### src/rtl/bbox_tracker.sv
// bbox_tracker: per-frame bounding box of foreground mask pixels, committed at end of frame.
// Define BBOX_SMOOTH_EN to average consecutive detections instead of loading raw boxes.
module bbox_tracker #(
  parameter int H_ACTIVE   = 640,
  parameter int V_ACTIVE   = 480,
  parameter int MIN_PIXELS = 16,
  parameter int CNT_W      = 20
) (
  input  logic             clk,
  input  logic             rst,
  input  logic             h_sync,
  input  logic             v_sync,
  input  logic             mask_in,
  output logic [15:0]      bbox_x_min,
  output logic [15:0]      bbox_x_max,
  output logic [15:0]      bbox_y_min,
  output logic [15:0]      bbox_y_max,
  output logic             object_found,
  output logic             bbox_valid,
  output logic [CNT_W-1:0] pixel_count
);
  typedef enum logic [1:0] {IDLE, ACTIVE, UPDATE} state_t;
  state_t state_q, state_d;
  logic vs_q;
  logic [15:0] x_q, x_d, y_q, y_d;
  logic [15:0] min_x_q, min_x_d, max_x_q, max_x_d, min_y_q, min_y_d, max_y_q, max_y_d;
  logic [CNT_W-1:0] cnt_q, cnt_d, count_q, count_d;
  logic [15:0] bx_min_q, bx_min_d, bx_max_q, bx_max_d, by_min_q, by_min_d, by_max_q, by_max_d;
  logic [15:0] nx_min, nx_max, ny_min, ny_max;
  logic found_q, found_d, valid_q;
  logic start, acc, qual, upd, hit;
`ifdef BBOX_SMOOTH_EN
  function automatic logic [15:0] avg(input logic [15:0] a, input logic [15:0] b);
    logic [16:0] s;
    s = {1'b0, a} + {1'b0, b};
    return s[16:1];
  endfunction
`endif
  always_comb begin
    start = state_q == IDLE && v_sync && !vs_q;
    acc = state_q == ACTIVE || start;
    qual = acc && v_sync && h_sync && mask_in && y_q <= 16'(V_ACTIVE - 1);
    upd = state_q == UPDATE;
    hit = upd && cnt_q >= CNT_W'(MIN_PIXELS);
    x_d = !v_sync ? 16'd0 : !h_sync ? x_q : x_q == 16'(H_ACTIVE - 1) ? 16'd0 : x_q + 16'd1;
    y_d = !v_sync ? 16'd0 : (h_sync && x_q == 16'(H_ACTIVE - 1)) ? y_q + 16'd1 : y_q;
    min_x_d = !acc ? 16'hFFFF : (qual && x_q < min_x_q) ? x_q : min_x_q;
    max_x_d = !acc ? 16'd0 : (qual && x_q > max_x_q) ? x_q : max_x_q;
    min_y_d = !acc ? 16'hFFFF : (qual && y_q < min_y_q) ? y_q : min_y_q;
    max_y_d = !acc ? 16'd0 : (qual && y_q > max_y_q) ? y_q : max_y_q;
    cnt_d = !acc ? '0 : (qual && !(&cnt_q)) ? cnt_q + CNT_W'(1) : cnt_q;
    state_d = start ? ACTIVE
            : (state_q == ACTIVE && !v_sync) ? UPDATE
            : upd ? (v_sync ? ACTIVE : IDLE)
            : state_q;
`ifdef BBOX_SMOOTH_EN
    nx_min = found_q ? avg(bx_min_q, min_x_q) : min_x_q;
    nx_max = found_q ? avg(bx_max_q, max_x_q) : max_x_q;
    ny_min = found_q ? avg(by_min_q, min_y_q) : min_y_q;
    ny_max = found_q ? avg(by_max_q, max_y_q) : max_y_q;
`else
    nx_min = min_x_q;
    nx_max = max_x_q;
    ny_min = min_y_q;
    ny_max = max_y_q;
`endif
    bx_min_d = hit ? nx_min : bx_min_q;
    bx_max_d = hit ? nx_max : bx_max_q;
    by_min_d = hit ? ny_min : by_min_q;
    by_max_d = hit ? ny_max : by_max_q;
    found_d = upd ? hit : found_q;
    count_d = upd ? cnt_q : count_q;
  end
  // vs_q resets high so a frame already running at reset release is not mistaken for a new one
  always_ff @(posedge clk or posedge rst) begin
    if (rst) begin
      state_q <= IDLE;
      vs_q <= 1'b1;
      x_q <= '0;
      y_q <= '0;
      min_x_q <= 16'hFFFF;
      max_x_q <= '0;
      min_y_q <= 16'hFFFF;
      max_y_q <= '0;
      cnt_q <= '0;
      bx_min_q <= '0;
      bx_max_q <= '0;
      by_min_q <= '0;
      by_max_q <= '0;
      found_q <= 1'b0;
      valid_q <= 1'b0;
      count_q <= '0;
    end else begin
      state_q <= state_d;
      vs_q <= v_sync;
      x_q <= x_d;
      y_q <= y_d;
      min_x_q <= min_x_d;
      max_x_q <= max_x_d;
      min_y_q <= min_y_d;
      max_y_q <= max_y_d;
      cnt_q <= cnt_d;
      bx_min_q <= bx_min_d;
      bx_max_q <= bx_max_d;
      by_min_q <= by_min_d;
      by_max_q <= by_max_d;
      found_q <= found_d;
      valid_q <= upd;
      count_q <= count_d;
    end
  end
  assign bbox_x_min = bx_min_q;
  assign bbox_x_max = bx_max_q;
  assign bbox_y_min = by_min_q;
  assign bbox_y_max = by_max_q;
  assign object_found = found_q;
  assign bbox_valid = valid_q;
  assign pixel_count = count_q;
endmodule
### config.mk
export PLATFORM = sky130hd
export DESIGN_NAME = bbox_tracker
export DESIGN_NICKNAME = d
export VERILOG_FILES = /design/src/rtl/bbox_tracker.sv
export SDC_FILE = /design/constraint.sdc
export NUM_CORES = 1
export LEC_CHECK = 0
export ABC_CLOCK_PERIOD_IN_PS = 9130
export BUFFER_PORTS_ARGS = -buffer_cell sky130_fd_sc_hd__buf_2
export CAP_MARGIN = 0
export CORE_UTILIZATION = 55
export CTS_CLUSTER_DIAMETER = 60
export DETAILED_ROUTE_END_ITERATION = 10
export PLACE_DENSITY = 0.75
export REMOVE_ABC_BUFFERS = 1
export SYNTH_ARGS = -nofsm -noshare
export SYNTH_HDL_FRONTEND = slang
export SYNTH_SLANG_ARGS = --single-unit
### constraint.sdc
create_clock -name clk -period 9.13 [get_ports clk]
set_input_delay 1.826 -clock clk [delete_from_list [all_inputs] [get_ports clk]]
set_output_delay 1.826 -clock clk [all_outputs]
set_load 0.05 [all_outputs]
==> impl_metrics.csv, run 1 <==
group,metric,value,unit
cts,clk_latency,0.52,ns
timing,drv_slew,0,
yosys,yosysUniqueCellTypes,62,
worst_hold_path,min_to,"pixel_count[1]",
timing,hold_violations,0,
yosys,ys_seq_elements,205,
floorplanning,die_w,139,um
place,place_congestion,0.843,
yosys,synthTopCellsByArea,"dfrtp_1 (42%), mux2_2 (8.7%), dfstp_2 (8.4%)",
yosys,synthAdderAreaFrac,0.0798,
critical_path,r2r_start,"y_q[12]",
cts,htree_levels,1,
yosys,synth_edf_count,0,
critical_path,crit_path_start_kind,"input pin",
place,numPortBuffers,90,
cts,clock-root-buffer,"clkbuf_16",
yosys,synthesis.area,10300,um2
timing,period_needed,4.13,ns
timing,relSlewSlack,0.185,
yosys,async_flop_share,1.00,
critical_path,critical_path_class,"input pin to flip-flop",
drt,routed_wl,22500,um
drt,vias_per_cell,5.94,
critical_path,cp_num_buf_inv,2,
finish,n_antenna_cell,0,
cts,cts_buffers,23,
drt,first_pass_iters,8,
cts,clk_pin_slew_worst_paths,0.06,ns
drt,drt_iter0_markers,512,
yosys,synth_area_per_cell,10.9,um2
timing,worstMarginPinSlew,1.22,ns
critical_path,crit_family,"simple AND/OR/NAND/NOR gates",
run_status,violations,"design-rule violations",
yosys,synth_mux_area_frac,0.107,
yosys,yosysTopAreaCell,"dfrtp_1",
global_route,grt.total_usage,0.242,
worst_hold_path,min_from,"pixel_count[1]",
yosys,synth_xor_area_frac,0.0220,
critical_path,crit_path_top_delay_cell,"nor4_4",
cts,cts_tree,"yes",
global_route,first_global_vias,7559,
global_route,overflow,0,
yosys,synth_compound_area_frac,0.101,
critical_path,worstPathCellList,"buf_2, or2b_2, a21oi_2, buf_4, o211ai_2, nor4_4, mux2i_1",
power_and_ir_drop,ir_drop,0.139,mV
cts,cts_hold_buf,0,
floorplanning,rows,49,
floorplanning,die_area,19400,um2
yosys,synth_most_common_cell,"dfrtp_1",
finish,ff_latch_area,5170,um2
power_and_ir_drop,pwr_density_cell,179,nW/um2
finish,fin_nets,1105,
floorplanning,core,18200,um2
cts,clock_sinks,205,
critical_path,critPathCaptureType,"flip-flop",
timing,setup_violations,0,
drt,avgRoutedWirePerCell,17.6,um
critical_path,crit_required,9.56,ns
timing,tns,0,ns
global_route,antenna_found_initial,2,
cts,cts_setup_buffers,0,
finish,fill_cells,1396,
critical_path,r2r_slack,6.02,ns
yosys,synth_seq_area_share,0.500,
finish,area_delta_synth_final,14.8,%
place,hpwlAfterDp,15300,um
yosys,yosysWarnings,0,
finish,drive_above_1_share,0.255,
critical_path,critPathLaunch,"v_sync",
timing,rsz0062_at_grt,"no",
yosys,synthSimpleGateAreaFrac,0.141,
drt,ant_nets,0,
cts,cts.path.max_buffers,3,
worst_hold_path,hp-class,"flip-flop to flip-flop",
run_status,status,"finished, violations left",
timing,min_period_over_period,0.452,
run,cap_violations,0,
floorplanning,initial_core_util,0.568,
critical_path,r2r_cells,5,
place,dp_slack,4.53,ns
critical_path,worstPathArrival,4.55,ns
cts,post_cts_resize_count,0,
timing,finalWorstSetupSlack,5.00,ns
yosys,synth_top_flop_cell,"dfrtp_1",
global_route,grt_max_degree,128,
drt,vias,7604,
global_route,grt_first_pass_wirelength,38200,um
worst_hold_path,hold_path_depth,2,
critical_path,r2r_end,"min_x_q[1]",
floorplanning,ios,91,
floorplanning,die_h,139,um
yosys,synthCells,952,
yosys,ys_top_cells_by_count,"dfrtp_1 (172), nor2_1 (85), inv_1 (82)",
yosys,synth_top_area_frac,0.416,
critical_path,path_max_fanout,22,
finish,multi_input_area,4710,um2
timing,fin_skew,0.0190,ns
drt,drc,4,
critical_path,critPathMaxStageDelay,0.99,ns
power_and_ir_drop,leakagePower,5.90,nW
timing,fmax,242,MHz
yosys,synth_top_family_by_area,"simple AND/OR/NAND/NOR gates",
[through the flow]
step           hold slack (ns)  utilization  power, mW  area [um2]  std cells
2_1_floorplan            0.463            -       1.04       10200        911
3_3_place_gp             0.456        0.604       1.07       11000       1238
3_5_place_dp             0.467        0.604       1.08       11000       1238
4_1_cts                  0.481        0.653       2.14       11900       1280
5_1_grt                  0.511        0.653       2.19       11900       1280
6_report                 0.478        0.653       2.12       11900       1280
[placed cells by master (no fill, tap or decap), drive strengths merged, types with 5 or more instances in the layout]
cell,synthesis,final
o32ai,16,16
xor2,11,11
ha,66,66
mux2i,21,21
clkbuf,36,31
buf,5,98
or3,12,12
dfstp,33,33
xnor2,15,15
and4,7,7
nor2,85,85
a21o,5,5
dfrtp,172,172
inv,82,84
a32o,9,9
nand3,19,19
a221o,5,5
o21ai,24,24
and3,13,13
nand2,57,57
mux2,80,80
a31oi,6,6
nand4,29,29
o211ai,7,7
bufinv,0,6
a21oi,41,41
or4,14,14
a2111oi,5,5
nor4,17,17
nor3,10,10
o31ai,10,10
[cell families after synthesis]
family | Yosys count
and+or+nand+nor | 281
muxes | 101
DFF | 205
buffers and inverters | 124
adders and majority gates | 66
xor gates and xnor gates | 26
AOI/OAI and AO/OA | 149
[metal layers]
metal | track usage | up-vias | part of all wire
li1 | - | 3612 | -
met1 | 0.332 | 3738 | 0.45
met2 | 0.395 | 210 | 0.47
met3 | 0.0407 | 40 | 0.053
met4 | 0.0713 | 4 | 0.021
met5 | 0 | - | 0.0011
[area by class of cell]
| type | instances | share of cell area |
|---|---|---|
| clock buffers | 31 | 0.0568 |
| clock inverters | 11 | 0.0179 |
| inverters | 83 | 0.0268 |
| multi-input cells | 623 | 0.396 |
| flip-flops and latches | 205 | 0.435 |
| well taps | 229 | 0.0241 |
| repair buffers | 98 | 0.0429 |
[worst register-to-register path: stages (launching register included)]
cell and delay (ns):
dfrtp_1 0.49, or4_4 0.60, nor4_4 0.41, o211ai_2 0.20
nor4_4 0.99, mux2i_1 0.33
[worst max path at each step]
| stage | to | slack [ns] | cells past startpoint |
|---|---|---|---|
| floorplan | cnt_q[15] | 1.73 | 5 |
| detailed placement | min_x_q[14] | 4.53 | 7 |
| CTS | min_x_q[1] | 5.01 | 7 |
| global route | min_x_q[1] | 4.85 | 7 |
| global placement | min_x_q[10] | 4.63 | 7 |
| finish | min_x_q[1] | 5.00 | 7 |
[power by group]
group	internal, mW	total, mW	switching, mW
clock	0.689	1.06	0.374
sequential	0.926	0.939	0.0126
combinational	0.0315	0.122	0.0906
No activity file was read; power rests on OpenSTA's default activity.
==> inputs of run 2 (changes only) <==
Settings changed: ABC_AREA set to 1, ABC_CLOCK_PERIOD_IN_PS 9130 to 3650, PLACE_DENSITY 0.75 to 0.78.
Clock period 9.13 ns to 3.65 ns, I/O delays scaled along.
==> impl_metrics.csv, run 2 <==
group,metric,value,unit
place,numPortBuffers,90,
finish,drive_above_1_share,0.136,
yosys,synthesis.area,10800,um2
timing,setup_violations,0,
floorplanning,initial_core_util,0.569,
finish,fill_cells,1635,
cts,clk_pin_slew_worst_paths,0.06,ns
cts,cts_hold_buf,0,
worst_hold_path,hp-class,"input pin to asynchronous set/reset pin",
place,dp_slack,0.895,ns
critical_path,crit_required,4.08,ns
drt,ant_nets,0,
timing,hold_slack,0.384,ns
timing,rsz0062_at_grt,"no",
drt,drc,0,
power_and_ir_drop,pwr_density_cell,468,nW/um2
global_route,first_global_vias,8551,
floorplanning,die_h,142,um
yosys,yosysUniqueCellTypes,40,
yosys,synthTopCellsByArea,"dfrtp_1 (40%), nand2_1 (13%), dfstp_2 (8.0%)",
timing,finalWorstSetupSlack,1.14,ns
finish,final_util,0.645,
global_route,overflow,0,
cts,cts_buffers,23,
run_status,status,"finished clean",
critical_path,critPathLaunch,"y_q[9]",
finish,instances_no_fill,1718,
yosys,synthCells,1361,
yosys,synth_compound_area_frac,0.0767,
yosys,ys_seq_elements,205,
finish,area_delta_synth_final,13.3,%
cts,clock_sinks,205,
drt,routed_wl,24900,um
yosys,synthAdderAreaFrac,0.0762,
yosys,yosysWarnings,0,
cts,post_cts_resize_count,0,
yosys,synth_edf_count,0,
floorplanning,ios,91,
timing,period_needed,2.51,ns
floorplanning,rows,50,
finish,layout_commonest_cell,"nand2_1",
global_route,grt_first_pass_wirelength,41500,um
timing,tns,0,ns
timing,hold_violations,0,
global_route,antenna_found_initial,0,
yosys,synth_seq_area_share,0.477,
yosys,ys_top_cells_by_count,"nand2_1 (389), dfrtp_1 (172), inv_1 (150)",
cts,cts_setup_buffers,0,
timing,worstMarginPinSlew,0.736,ns
floorplanning,die_w,142,um
yosys,synth_xor_area_frac,0.0129,
finish,ff_latch_area,5170,um2
critical_path,r2r_slack,1.14,ns
place,placed_area,11500,um2
critical_path,critical_path_class,"flip-flop to flip-flop",
critical_path,crit_path_start_kind,"flip-flop",
global_route,grt.total_usage,0.254,
floorplanning,core,19000,um2
power_and_ir_drop,leakagePower,6.43,nW
timing,min_period_over_period,0.687,
finish,fin_nets,1513,
critical_path,path_max_fanout,10,
yosys,synth_mux_area_frac,0.00416,
place,hpwlAfterDp,17700,um
cts,cts_tree,"yes",
yosys,synth_area_per_cell,7.96,um2
timing,drv_slew,0,
yosys,synth_top_flop_cell,"dfrtp_1",
timing,relSlewSlack,0.509,
critical_path,critPathCaptureType,"flip-flop",
finish,layout_common_cells,"nand2_1 (388), dfrtp_1 (172), inv_1 (149)",
cts,clk_latency,0.50,ns
cts,clock-root-buffer,"clkbuf_16",
critical_path,r2r_cells,8,
drt,drt_iter0_markers,548,
floorplanning,die_area,20300,um2
cts,cts.path.max_buffers,3,
drt,avgRoutedWirePerCell,14.5,um
finish,design_area,12300,um2
timing,fin_skew,0.0115,ns
critical_path,r2r_start,"y_q[9]",
yosys,synthSimpleGateAreaFrac,0.280,
power_and_ir_drop,ir_drop,0.358,mV
run,cap_violations,0,
power_and_ir_drop,power,5.75,mW
place,place_congestion,0.915,
yosys,synth_top_area_frac,0.397,
finish,multi_input_area,4880,um2
critical_path,r2r_end,"max_y_q[11]",
drt,vias_per_cell,5.31,
global_route,grt_max_degree,111,
yosys,synth_most_common_cell,"nand2_1",
yosys,synth_top_family_by_area,"simple AND/OR/NAND/NOR gates",
yosys,yosysTopAreaCell,"dfrtp_1",
cts,htree_levels,1,
yosys,async_flop_share,1.00,
finish,n_antenna_cell,0,
drt,first_pass_iters,5,
drt,vias,9116,
critical_path,worstPathArrival,2.94,ns
place,dp.cells,1677,
timing,fmax,399,MHz
==> run 2: changes by cell type after synthesis, sizes merged, moves of 14 or more <==
cell | before | now
nand4 | 29 | 14
a21oi | 41 | 59
nand3 | 19 | 138
mux2i | 21 | 0
or4 | 14 | 0
o32ai | 16 | 0
inv | 82 | 151
o21ai | 24 | 87
nor2 | 85 | 139
nand2 | 57 | 393
mux2 | 80 | 4
==> run 2: worst max-delay path: stages, from the launching register on <==
cell and delay, ns:
dfrtp_1 0.50, ha_1 0.36, a21oi_1 0.12, o21ai_0 0.09, a21oi_1 0.23, nand2_1 0.29, nand2_1 0.41, nand2_1 0.27
nor2_1 0.16
==> run 2: power breakdown <==
| part | leakage, nW | internal [mW] | total (mW) | switching (mW) |
|---|---|---|---|---|
| sequential | 2.71 | 2.41 | 2.48 | 0.0693 |
| combinational | 3.34 | 0.199 | 0.948 | 0.748 |
| clock | 0.378 | 1.40 | 2.32 | 0.920 |
==> run 2: cell type report <==
cell class / count / area share
Clock buffer: 30 / 0.0531
Clock inverter: 11 / 0.00928
Inverter: 152 / 0.0471
Multi-Input combinational cell: 960 / 0.398
Sequential cell: 205 / 0.421
Tap cell: 260 / 0.0265
Timing Repair Buffer: 100 / 0.0448
==> run 2: logic make-up (layout without fill, tap and decap cells) <==
group,count (synthesis),in the layout
compound gates,159,159
xor+xnor,16,16
fa+ha+maj,66,66
buf+inv,196,293
flops,205,205
mux,4,4
simple gates,715,715
==> run 2: how the worst max path moves through the flow <==
stage | endpoint | slack, ns | cells past startpoint
2_1_floorplan | bbox_valid | -2.62 | 1
3_3_place_gp | min_y_q[8] | 0.98 | 11
3_5_place_dp | min_y_q[6] | 0.90 | 11
4_1_cts | min_x_q[9] | 1.18 | 9
5_1_grt | max_y_q[14] | 0.94 | 8
6_report | max_y_q[11] | 1.14 | 8
==> run 2: routing by layer <==
| layer | up-vias | GRT usage | part of all wire |
|---|---|---|---|
| li1 | 4546 | - | - |
| met1 | 4291 | 0.349 | 0.46 |
| met2 | 241 | 0.424 | 0.47 |
| met3 | 38 | 0.0266 | 0.050 |
| met4 | 0 | 0.0764 | 0.023 |
| met5 | - | 0 | 0 |
==> inputs of run 3 (changes only) <==
Settings changed: ABC_AREA 1 to 0, ABC_CLOCK_PERIOD_IN_PS 3650 to 2300, CORE_UTILIZATION 55 to 54, PLACE_DENSITY 0.78 to 0.77.
Clock period 3.65 ns to 2.3 ns, I/O delays scaled along.
==> impl_metrics.csv, run 3 (synthesis results as in run 1) <==
group,metric,value,unit
cts,clock-root-buffer,"clkbuf_16",
timing,drv_slew,0,
cts,clock_sinks,205,
critical_path,crit_family,"simple AND/OR/NAND/NOR gates",
worst_hold_path,hp-class,"input pin to flip-flop",
critical_path,critPathCaptureType,"flip-flop",
finish,instances_no_fill,1406,
timing,worstMarginPinSlew,0.584,ns
place,place_congestion,0.965,
floorplanning,rows,50,
finish,layout_common_cells,"dfrtp_1 (168), buf_4 (117), buf_2 (91)",
place,numPortBuffers,90,
place,placed_area,11900,um2
global_route,grt_first_pass_wirelength,40200,um
global_route,first_global_vias,8154,
global_route,overflow,0,
global_route,grt_max_degree,63,
cts,clk_latency,0.51,ns
drt,vias,8303,
global_route,top_usage_layer,"met2",
critical_path,crit_path_start_kind,"flip-flop",
timing,relSlewSlack,0.608,
drt,avgRoutedWirePerCell,18.0,um
global_route,grt.total_usage,0.253,
critical_path,path_max_fanout,5,
timing,setup_violations,33,
floorplanning,core,18800,um2
drt,first_pass_iters,5,
run_status,status,"finished, violations left",
timing,period_needed,2.43,ns
power_and_ir_drop,leakagePower,6.52,nW
drt,drt_iter0_markers,657,
floorplanning,die_h,140,um
critical_path,critical_path_class,"flip-flop to flip-flop",
timing,min_period_over_period,1.06,
finish,design_area,13100,um2
timing,fin_skew,0.0177,ns
run,cap_violations,0,
critical_path,crit_required,2.72,ns
power_and_ir_drop,pwr_density_cell,617,nW/um2
power_and_ir_drop,ir_drop,0.475,mV
floorplanning,die_area,19700,um2
floorplanning,ios,91,
run_status,violations,"negative setup slack",
cts,htree_levels,1,
floorplanning,die_w,140,um
critical_path,crit_path_top_delay_cell,"or4_4",
cts,cts_buffers,22,
critical_path,cp_num_buf_inv,0,
timing,fmax,411,MHz
critical_path,worstPathCellList,"or4_4, nor4_4, o211ai_2, or4_4, a221o_1",
power_and_ir_drop,power,8.07,mW
finish,layout_commonest_cell,"dfrtp_1",
global_route,antenna_found_initial,2,
critical_path,worstPathArrival,2.86,ns
critical_path,critPathMaxStageDelay,0.56,ns
timing,finalWorstSetupSlack,-0.132,ns
cts,cts_tree,"yes",
drt,routed_wl,25300,um
global_route,grt_use_met3,0.0325,
floorplanning,initial_core_util,0.551,
drt,ant_nets,0,
drt,drc,0,
global_route,met2_usage,0.437,
place,hpwlAfterDp,17200,um
finish,fin_nets,1227,
cts,cts.path.max_buffers,3,
critical_path,critical_path.most_common_cell,"or4_4",
place,dp.cells,1350,
global_route,use_met1,0.329,
finish,area_delta_synth_final,26.5,%
timing,hold_violations,0,
cts,clk_pin_slew_worst_paths,0.06,ns
drt,vias_per_cell,5.91,
finish,drive_above_1_share,0.362,
timing,rsz0062_at_grt,"yes",
place,dp_slack,-0.227,ns
==> run 3: final timing paths <==
path                                    from           end  slack, ns  depth (start not counted)
worst max-delay path                 y_q[12]    min_x_q[9]      -0.13                          5
worst min-delay path                  v_sync          vs_q       0.22                          2
worst max register to register       y_q[12]    min_x_q[9]      -0.13                          5
worst min register to register  object_found  object_found       0.47                          1
max in group asynchronous                rst    min_x_q[0]       1.09                          4
min in group asynchronous                rst    bbox_valid       0.54                          3
==> run 3: cell type report <==
class                   instances  area (um2)
fillers                      1310        5680
inverters                      83         319
well taps                     234         293
clock buffers                  30         642
repair buffers                220        1510
multi-input cells             624        5010
flip-flops and latches        205        5180
diodes                          1        2.50
clock inverters                 9         136
==> run 3: power by group <==
part,leakage (nW),internal [mW],switching [mW],total (mW)
clock,0.375,2.30,1.45,3.75
combinational,3.40,0.204,0.401,0.605
sequential,2.74,3.68,0.0406,3.72
==> run 3: timing repair <==
| item | CTS | global route |
|---|---|---|
| cloned | 0 | 2 |
| hold endpoints to repair | 14 | 0 |
| setup endpoints to repair | 70 | 85 |
| setup buffers | 2 | 12 |
| hold buffers | 1 | 0 |
| resized for setup | 19 | 42 |
| pin swaps | 9 | 23 |
==> run 3: worst register-to-register path: stages (launching register included) <==
cell and delay [ns]:
dfrtp_1 0.37, or4_4 0.56, nor4_4 0.34, o211ai_2 0.16, or4_4 0.54, a221o_1 0.37
==> run 3: metrics by stage <==
step / utilization / setup TNS (ns) / hold slack (ns)
6_report: 0.697 / -2.23 / 0.217
5_1_grt: 0.697 / -6.43 / 0.202
4_1_cts: 0.680 / -1.30 / 0.200
3_5_place_dp: 0.632 / -7.17 / 0.465
3_3_place_gp: 0.632 / -4.18 / 0.457
2_1_floorplan: - / -1142.34 / 0.463
==> run 3: routing by layer <==
metal,vias to the layer above,routed length [um]
li1,3868,-
met1,4067,10500
met2,302,12700
met3,64,1330
met4,2,721
met5,-,13
